===== src/rtl/lift_car_dispatcher.sv =====
// lift_car_dispatcher
// Car-side serving end of the lift interface. Floor requests arrive as a
// one-hot SW value qualified by a KEY0 press (active-low, asynchronous),
// are held in a pending mask, and are served in SCAN order: the car keeps
// its travel direction while requests remain ahead of it, stopping to open
// the door for a timed interval at every requested floor.
//
// Ports:
//   CLOCK_50   in   system clock, rising edge
//   RESET      in   asynchronous active-high reset
//   SW[8:0]    in   one-hot floor select
//   KEY0       in   request strobe, active low, asynchronous
//   LED_G      out  door open
//   LED_R      out  door closed (~LED_G)
//   floor_cur  out  current floor, binary
//   moving     out  car travelling between floors
//   dir_up     out  current / last travel direction (1 = up)
//   pending    out  outstanding request mask
module lift_car_dispatcher #(
  parameter int N_FLOORS    = 9,
  parameter int STEP_CYCLES = 50000000,
  parameter int DOOR_CYCLES = 150000000
) (
  input  logic       CLOCK_50,
  input  logic       RESET,
  input  logic [8:0] SW,
  input  logic       KEY0,
  output logic       LED_G,
  output logic       LED_R,
  output logic [3:0] floor_cur,
  output logic       moving,
  output logic       dir_up,
  output logic [8:0] pending
);

  localparam int STEP_W = $clog2(STEP_CYCLES);
  localparam int DOOR_W = $clog2(DOOR_CYCLES);
  localparam logic [STEP_W-1:0] STEP_LOAD = STEP_W'(STEP_CYCLES - 1);
  localparam logic [DOOR_W-1:0] DOOR_LOAD = DOOR_W'(DOOR_CYCLES - 1);
  localparam logic [8:0] FLOOR_MASK = 9'((1 << N_FLOORS) - 1);

  typedef enum logic [1:0] {S_IDLE, S_MOVE, S_DOOR} state_t;

  state_t            state_q, state_d;
  logic [3:0]        floor_q, floor_d;
  logic [8:0]        pend_q, pend_d;
  logic              dir_q, dir_d;
  logic              moving_q, moving_d;
  logic              led_g_q, led_g_d;
  logic              led_r_q, led_r_d;
  logic [STEP_W-1:0] step_q, step_d;
  logic [DOOR_W-1:0] door_q, door_d;

  // KEY0 synchroniser; s3 is the previous synchronised value for edge detect
  logic key_s1_q, key_s2_q, key_s3_q;
  logic key_fall;
  assign key_fall = key_s3_q & ~key_s2_q;

  // Request decode: exactly one bit set and within the floor range
  logic       sw_ok;
  logic [3:0] sw_idx;
  logic       req_vld;
  logic [8:0] req_mask;

  always_comb begin
    sw_ok  = (SW != 9'd0) && ((SW & (SW - 9'd1)) == 9'd0) &&
             ((SW & ~FLOOR_MASK) == 9'd0);
    sw_idx = 4'd0;
    for (int i = 0; i < 9; i++)
      if (SW[i]) sw_idx = 4'(i);
  end

  assign req_vld  = key_fall & sw_ok;
  assign req_mask = req_vld ? (9'd1 << sw_idx) : 9'd0;

  function automatic logic any_above(input logic [8:0] m, input logic [3:0] f);
    logic r;
    r = 1'b0;
    for (int i = 0; i < 9; i++)
      if (m[i] && (4'(i) > f)) r = 1'b1;
    return r;
  endfunction

  function automatic logic any_below(input logic [8:0] m, input logic [3:0] f);
    logic r;
    r = 1'b0;
    for (int i = 0; i < 9; i++)
      if (m[i] && (4'(i) < f)) r = 1'b1;
    return r;
  endfunction

  logic       above, below, go_up, go_dn;
  logic [3:0] next_floor;

  always_comb begin
    above      = any_above(pend_q, floor_q);
    below      = any_below(pend_q, floor_q);
    go_up      = above && (dir_q || !below);
    go_dn      = below && (!dir_q || !above);
    next_floor = dir_q ? floor_q + 4'd1 : floor_q - 4'd1;

    state_d  = state_q;
    floor_d  = floor_q;
    pend_d   = pend_q;
    dir_d    = dir_q;
    moving_d = moving_q;
    led_g_d  = led_g_q;
    step_d   = step_q;
    door_d   = door_q;

    case (state_q)
      S_IDLE: begin
        if (req_vld && sw_idx == floor_q) begin
          state_d = S_DOOR;
          led_g_d = 1'b1;
          door_d  = DOOR_LOAD;
        end else begin
          pend_d = pend_q | req_mask;
          if (go_up || go_dn) begin
            dir_d    = go_up;
            state_d  = S_MOVE;
            moving_d = 1'b1;
            step_d   = STEP_LOAD;
          end
        end
      end

      S_MOVE: begin
        // A request for the floor being left is kept for a later pass;
        // one for the arrival floor is folded in and served now.
        pend_d = pend_q | req_mask;
        if (step_q == '0) begin
          floor_d = next_floor;
          if (pend_d[next_floor]) begin
            pend_d[next_floor] = 1'b0;
            state_d  = S_DOOR;
            moving_d = 1'b0;
            led_g_d  = 1'b1;
            door_d   = DOOR_LOAD;
          end else if (dir_q ? any_above(pend_d, next_floor)
                             : any_below(pend_d, next_floor)) begin
            step_d = STEP_LOAD;
          end else begin
            state_d  = S_IDLE;
            moving_d = 1'b0;
          end
        end else begin
          step_d = step_q - 1'b1;
        end
      end

      S_DOOR: begin
        if (req_vld && sw_idx == floor_q) begin
          door_d = DOOR_LOAD;
        end else begin
          pend_d = pend_q | req_mask;
          if (door_q == '0) begin
            state_d = S_IDLE;
            led_g_d = 1'b0;
          end else begin
            door_d = door_q - 1'b1;
          end
        end
      end

      default: state_d = S_IDLE;
    endcase

    led_r_d = ~led_g_d;
  end

  always_ff @(posedge CLOCK_50 or posedge RESET) begin
    if (RESET) begin
      state_q  <= S_IDLE;
      floor_q  <= 4'd0;
      pend_q   <= 9'd0;
      dir_q    <= 1'b1;
      moving_q <= 1'b0;
      led_g_q  <= 1'b0;
      led_r_q  <= 1'b1;
      step_q   <= '0;
      door_q   <= '0;
      key_s1_q <= 1'b1;
      key_s2_q <= 1'b1;
      key_s3_q <= 1'b1;
    end else begin
      state_q  <= state_d;
      floor_q  <= floor_d;
      pend_q   <= pend_d;
      dir_q    <= dir_d;
      moving_q <= moving_d;
      led_g_q  <= led_g_d;
      led_r_q  <= led_r_d;
      step_q   <= step_d;
      door_q   <= door_d;
      key_s1_q <= KEY0;
      key_s2_q <= key_s1_q;
      key_s3_q <= key_s2_q;
    end
  end

  assign LED_G     = led_g_q;
  assign LED_R     = led_r_q;
  assign floor_cur = floor_q;
  assign moving    = moving_q;
  assign dir_up    = dir_q;
  assign pending   = pend_q;

endmodule


===== config.mk =====
export PLATFORM = sky130hd
export DESIGN_NAME = lift_car_dispatcher
export DESIGN_NICKNAME = d
export VERILOG_FILES = /design/src/rtl/lift_car_dispatcher.sv
export SDC_FILE = /design/constraint.sdc
export NUM_CORES = 1
export LEC_CHECK = 0
export CAP_MARGIN = 0
export CELL_PAD_IN_SITES_DETAIL_PLACEMENT = 1
export CELL_PAD_IN_SITES_GLOBAL_PLACEMENT = 1
export CORE_MARGIN = 2
export CORE_UTILIZATION = 30
export CTS_BUF_LIST = sky130_fd_sc_hd__clkbuf_8
export DETAILED_ROUTE_END_ITERATION = 8
export GPL_TIMING_DRIVEN = 0
export PLACE_DENSITY = 0.65
export SYNTH_ARGS = -nofsm -noshare
export SYNTH_HDL_FRONTEND = slang
export SYNTH_SLANG_ARGS = --single-unit

===== constraint.sdc =====
create_clock -name CLOCK_50 -period 10.4 [get_ports CLOCK_50]
set_input_delay 2.08 -clock CLOCK_50 [delete_from_list [all_inputs] [get_ports CLOCK_50]]
set_output_delay 2.08 -clock CLOCK_50 [all_outputs]
set_load 0.01 [all_outputs]

* Yosys cells after proc, flatten, opt, wreduce, memory -nomap -nowiden
Cells that the tools add are included.
** Operators by class
- Magnitude comparators :: 38
- Shifts and indexed selects :: 1
- Add/subtract/negate cells :: 5
- Equality and inequality tests :: 16
- Bitwise logic cells :: 9
- Mux-type cells :: 93
- Reductions and logical operators :: 63
** Operators by type and width (count)
- two-way mux 28 bit :: 5
- two-way mux 26 bit :: 5
- case mux 28 bit (3 select lines) :: 1
- two-way mux 1 bit :: 56
- case mux 26 bit (2 select lines) :: 1
- logical AND 1 bit :: 41
- two-way mux 9 bit :: 4
- greater-than comparator 3 x 4 -> 1 bit (first input constant) :: 8
- < comparator 3 x 4 -> 1 bit (first input constant) :: 8
- zero test 28 bit :: 1
- subtractor 28 x 1 -> 28 bit (second input constant) :: 1
- zero test 26 bit :: 1
- subtractor 26 x 1 -> 26 bit (second input constant) :: 1
- two-way mux 4 bit :: 6
- AND reduction 5 bit :: 4
- AND 9 bit :: 2
- two-way mux 2 bit :: 9
- case mux 9 bit (2 select lines) :: 1
- greater-than comparator 1 x 4 -> 1 bit (first input constant) :: 4
- greater-than comparator 2 x 4 -> 1 bit (first input constant) :: 4
- < comparator 1 x 4 -> 1 bit (first input constant) :: 4
- < comparator 2 x 4 -> 1 bit (first input constant) :: 4
- inequality test 2 bit (second input constant) :: 8
- inequality test 3 bit (second input constant) :: 5
- 30 further kinds :: 41
** Storage, ports and cells
- Bits of input ports :: 12
- Output and inout port bits :: 17
- Word-level logic and storage cells :: 237
- Register bits :: 76

* Depth between registers and ports, before layout
- Depth in word-level cells :: 29
- Gate-level depth with buffers :: 13
- Gate-level depth less buffers :: 11

* Worst setup path before layout
OpenSTA, ideal clock, no wires.
- Path type :: input port to flip-flop
- Start point :: in SW[2]
- End point :: reg step_q[12]
- Required time :: 10327 ps
- Buffers on the path :: 2
- Slack :: 5907 ps
- Data arrival time :: 4420 ps
- Stages :: 11
- Path through :: buf_2 -> or4_1 -> nand4_1 -> o311ai_0 -> nand4b_1 -> o41ai_2 -> or4_4 -> a211oi_2 -> o21ai_4 -> buf_6 -> a21oi_2
** On the way
- Cells in the longest elaborated chain, start to end :: 26
- Elaborated cells between the ends (all ways) :: 67
- Those cells by class :: 1 x add/sub; 4 x eq/ne; 1 x shift; 35 x mux; 3 x bitwise; 23 x reduce/logical
** RTL lines
- start: declaration :: line 26 : input logic [8:0] SW,
- parallel branches: the longest is 25 deep, another holds subtractor 9 x 1 -> 9 bit
- AND reduction 5 bit (no line) (*)
- end signal: assignment :: line 194 : step_q <= step_d;
- end: declaration :: line 51 : logic [STEP_W-1:0] step_q, step_d;
Every way passes the cells marked *. The select of a mux whose other input is x is not followed.
A chain may end at the register's enable or synchronous reset.

* Worst setup path in the final report
- Start point :: in SW[1]
- End point :: reg step_q[5]
** On the way
- Cells in the longest elaborated chain, start to end :: 27
- Elaborated cells between the ends (all ways) :: 68
- Those cells by class :: 1 x add/sub; 4 x eq/ne; 1 x shift; 36 x mux; 3 x bitwise; 23 x reduce/logical
** RTL lines
- parallel branches: the longest is 26 deep, another holds subtractor 9 x 1 -> 9 bit
- AND reduction 5 bit (no line) (*)
Marked as above.

==> results.tsv <==
metric	value	unit
TritonCTS clock tree	built	
Die Wd	135	µm
Post-synth EDFFs	0	
final hold vios	0	
overall fraction of global-route tracks in use	18.1	%
largest net degree at the start of global routing	59	
worst min path class	flip-flop to flip-flop	
ranking of synthesized cells by area	dfrtp_1 (35%), nand2_1 (5.4%), a21oi_1 (4.8%)	
Initial Util	30.9	%
CTS sink count	76	
first-pass GRT wire length	26100	µm
R2R Path Start	floor_cur[0]	
worst reg2reg path depth	13	
post-synthesis net count	647	
Ports	29	
crit path kind	input pin to flip-flop	
Worst setup EP type	flip-flop	
Syn. warnings	0	
RD Place Congestion	0.924	
sequential-to-total area share from yosys stat	37.2	%
CTS Root Cell	clkbuf_8	
required time of the worst setup path	10700	ps
mapped cell area	5130	µm²
flops & latches, synth	76	
worst slew pin tran	1050	ps
ys async rst share	100	%
I/O Buffers	21	
internal reg-to-reg setup slack	6270	ps
CTS Buffer Depth	2	
drt first pass iters	5	
Max H-tree Level	3	
VDD IR-drop max	0.0869	mV
Worst Skew	6.09	ps
maxcap violations	0	
P_leak	2.40	nW
Worst Slack Setup Final	5360	ps
worst reg2reg endpoint	step_q[14]	
vias per cell	5.56	
Avg Cell Area, Syn	8.16	µm²
post-synth cell types	80	
postcts setup bufs	0	
Tcrit/Tclk final	48.5	%
WL per Instance	17.8	µm
Final Critical Period	5040	ps
Slew headroom	29.4	%
overall power	0.000576	W
Routed WL	15800	µm
Die Y-Extent	135	µm
Max FO, Critical Path	10	
count of final max-slew check failures	0	
total gr overflow	0	
Post-Place Worst Slack	4920	ps
Clock Latency Late Sink	370	ps
Area growth syn-to-layout	14.0	%
Critical Path AT	5340	ps
HPWL Detailed	11700	µm
PD cells	98.4	nW/µm²
area of the core	16600	µm²
vias in the first global route	5054	
Final nets	680	
Fmax	198	MHz
Clk pin slew, worst setup/hold paths	80	ps
Primary FF master, synth	dfrtp_1	
startpoint types	input pin	
layout cells sized above 1	12.3	%
num rows	47	
TritonCTS Buffers	9	
RSZ-0062 raised after global routing	no	
Die Area	18200	µm²
n_diodes	0	
final instance area	5850	µm²
Hold Crit Start	key_s1_q	
Via Count	4936	
Starting DRT DRC Count	166	
Synth area leader	dfrtp_1	
Placed Instance Area	5650	µm²
hold_buf cts	0	
WHS Path Cells	0	
area share of the largest cell type after synthesis	34.6	%
initial antenna violation count	0	
Final TNS setup	0	ps
post-route ant nets	0	
Final Setup Violations	0	
Worst Hold Endpoint	key_s2_q	
Residual DRC	0	
# resized after CTS	0	
outcome	finished clean	
Syn Inst Count	629	
==> routing by layer <==
| metal | vias to the layer above | wire [µm] | track usage, % |
|---|---|---|---|
| li1 | 2370 | - | - |
| met1 | 2454 | 7400 | 23.4 |
| met2 | 91 | 7570 | 30.1 |
| met3 | 21 | 549 | 4.28 |
| met4 | 0 | 266 | 5.20 |
| met5 | - | 0 | 0 |
==> sequential cells by signal, summed over array words and instances, names as in the netlist <==
register   flops
key_s1_q       1
state_q        2
door_q        28
moving         1
pending        9
dir_up         1
step_q        26
LED_G          1
floor_cur      4
key_s3_q       1
key_s2_q       1
LED_R          1
==> power by group <==
part           switching, W  internal [W]
Clock              0.000113      0.000122
Combinational     0.0000210     0.0000119
Sequential       0.00000640      0.000301
Total              0.000141      0.000435
==> worst max-delay path, cell delays in order <==
cell             delay [ps]
clkdlybuf4s50_1         510
nor4_2                  720
xnor2_1                 190
o21ai_0                  80
and4b_1                 240
nand3_1                 220
a21oi_1                 120
nor2_1                  550
o21ai_4                 250
buf_6                   240
a21oi_2                 130
==> kinds of logic (layout without fill, tap and decap cells) <==
logic type               after synthesis  after routing  share of synthesized area, %
XOR/XNOR                              12             12                          2.05
AND/OR/NAND/NOR                      276            276                          27.9
flip-flops                            76             76                          37.2
adder cells (fa/ha/maj)                7              7                          1.66
multiplexers                           3              3                         0.609
AO/OA/AOI/OAI                        188            188                          24.1
buffers and inverters                 67            105                          6.53
==> cell type report <==
cell class | instances | area [µm²]
timing repair buffer | 22 | 238
sequential | 76 | 1910
clock inverter | 5 | 50.0
inverter | 38 | 145
clock buffer | 11 | 151
tap | 220 | 275
multi-input combinational | 486 | 2890
buffer | 29 | 193
fill | 2005 | 10800
==> Yosys cell counts (3+ instances only) <==
| cell | instances |
|---|---|
| nand2_1 | 74 |
| dfrtp_1 | 71 |
| nor2_1 | 59 |
| a21oi_1 | 49 |
| o21ai_0 | 38 |
| inv_1 | 37 |
| a31oi_1 | 34 |
| nor3_1 | 32 |
| nand3_1 | 16 |
| nor4_1 | 13 |
| or3_1 | 12 |
| nand2b_1 | 11 |
| buf_2 | 10 |
| a21oi_2 | 9 |
| buf_6 | 9 |
| clkbuf_1 | 9 |
| xnor2_1 | 9 |
| a31o_2 | 8 |
| and2_1 | 7 |
| o31ai_1 | 7 |
| ha_1 | 6 |
| nand4_1 | 6 |
| dfstp_2 | 5 |
| nor2b_1 | 5 |
| or4_1 | 5 |
| a21boi_0 | 4 |
| and3_1 | 4 |
| and4b_1 | 4 |
| nor4b_1 | 4 |
| nand4b_1 | 3 |
| nor3b_1 | 3 |
| or2_2 | 3 |
| xor2_1 | 3 |
==> worst max path at each step <==
stage / startpoint / end / depth (start not counted)
after global placement: RESET / step_q[21] / 2
after floorplan: SW[2] / step_q[12] / 11
after CTS: SW[1] / step_q[22] / 11
after global routing: SW[1] / door_q[9] / 11
final: SW[1] / step_q[5] / 11
after detailed placement: SW[1] / door_q[6] / 10
==> metrics by stage <==
step | utilization, % | instances | hold WS, ps
final | 35.2 | 887 | 364
after global routing | 35.2 | 887 | 368
after CTS | 35.2 | 887 | 367
after detailed placement | 34.0 | 871 | 352
after global placement | 33.8 | 870 | 352
after floorplan | - | 629 | 345
==> cell usage in the layout (no fill, tap or decap), types with 3 or more instances in the layout <==
master           count
clkbuf_8            11
nor3b_1              3
or2_2                3
and3_1               4
xor2_1               3
buf_2               10
a21oi_2              9
a21boi_0             4
nor4b_1              4
clkinv_2             4
and2_1               7
a21oi_1             49
nor2b_1              5
clkdlybuf4s50_1     21
a31oi_1             34
nor2_1              59
nor4_1              13
inv_1               36
xnor2_1              9
or4_1                5
nand2_1             74
dfstp_2              5
clkbuf_1             9
dfrtp_1             71
nor3_1              32
and4b_1              4
a31o_2               8
nand2b_1            11
nand3_1             16
o21ai_0             38
nand4_1              6
ha_1                 6
o31ai_1              7
or3_1               12
buf_6                9
nand4b_1             3
Power figures use the tool's default switching activity.
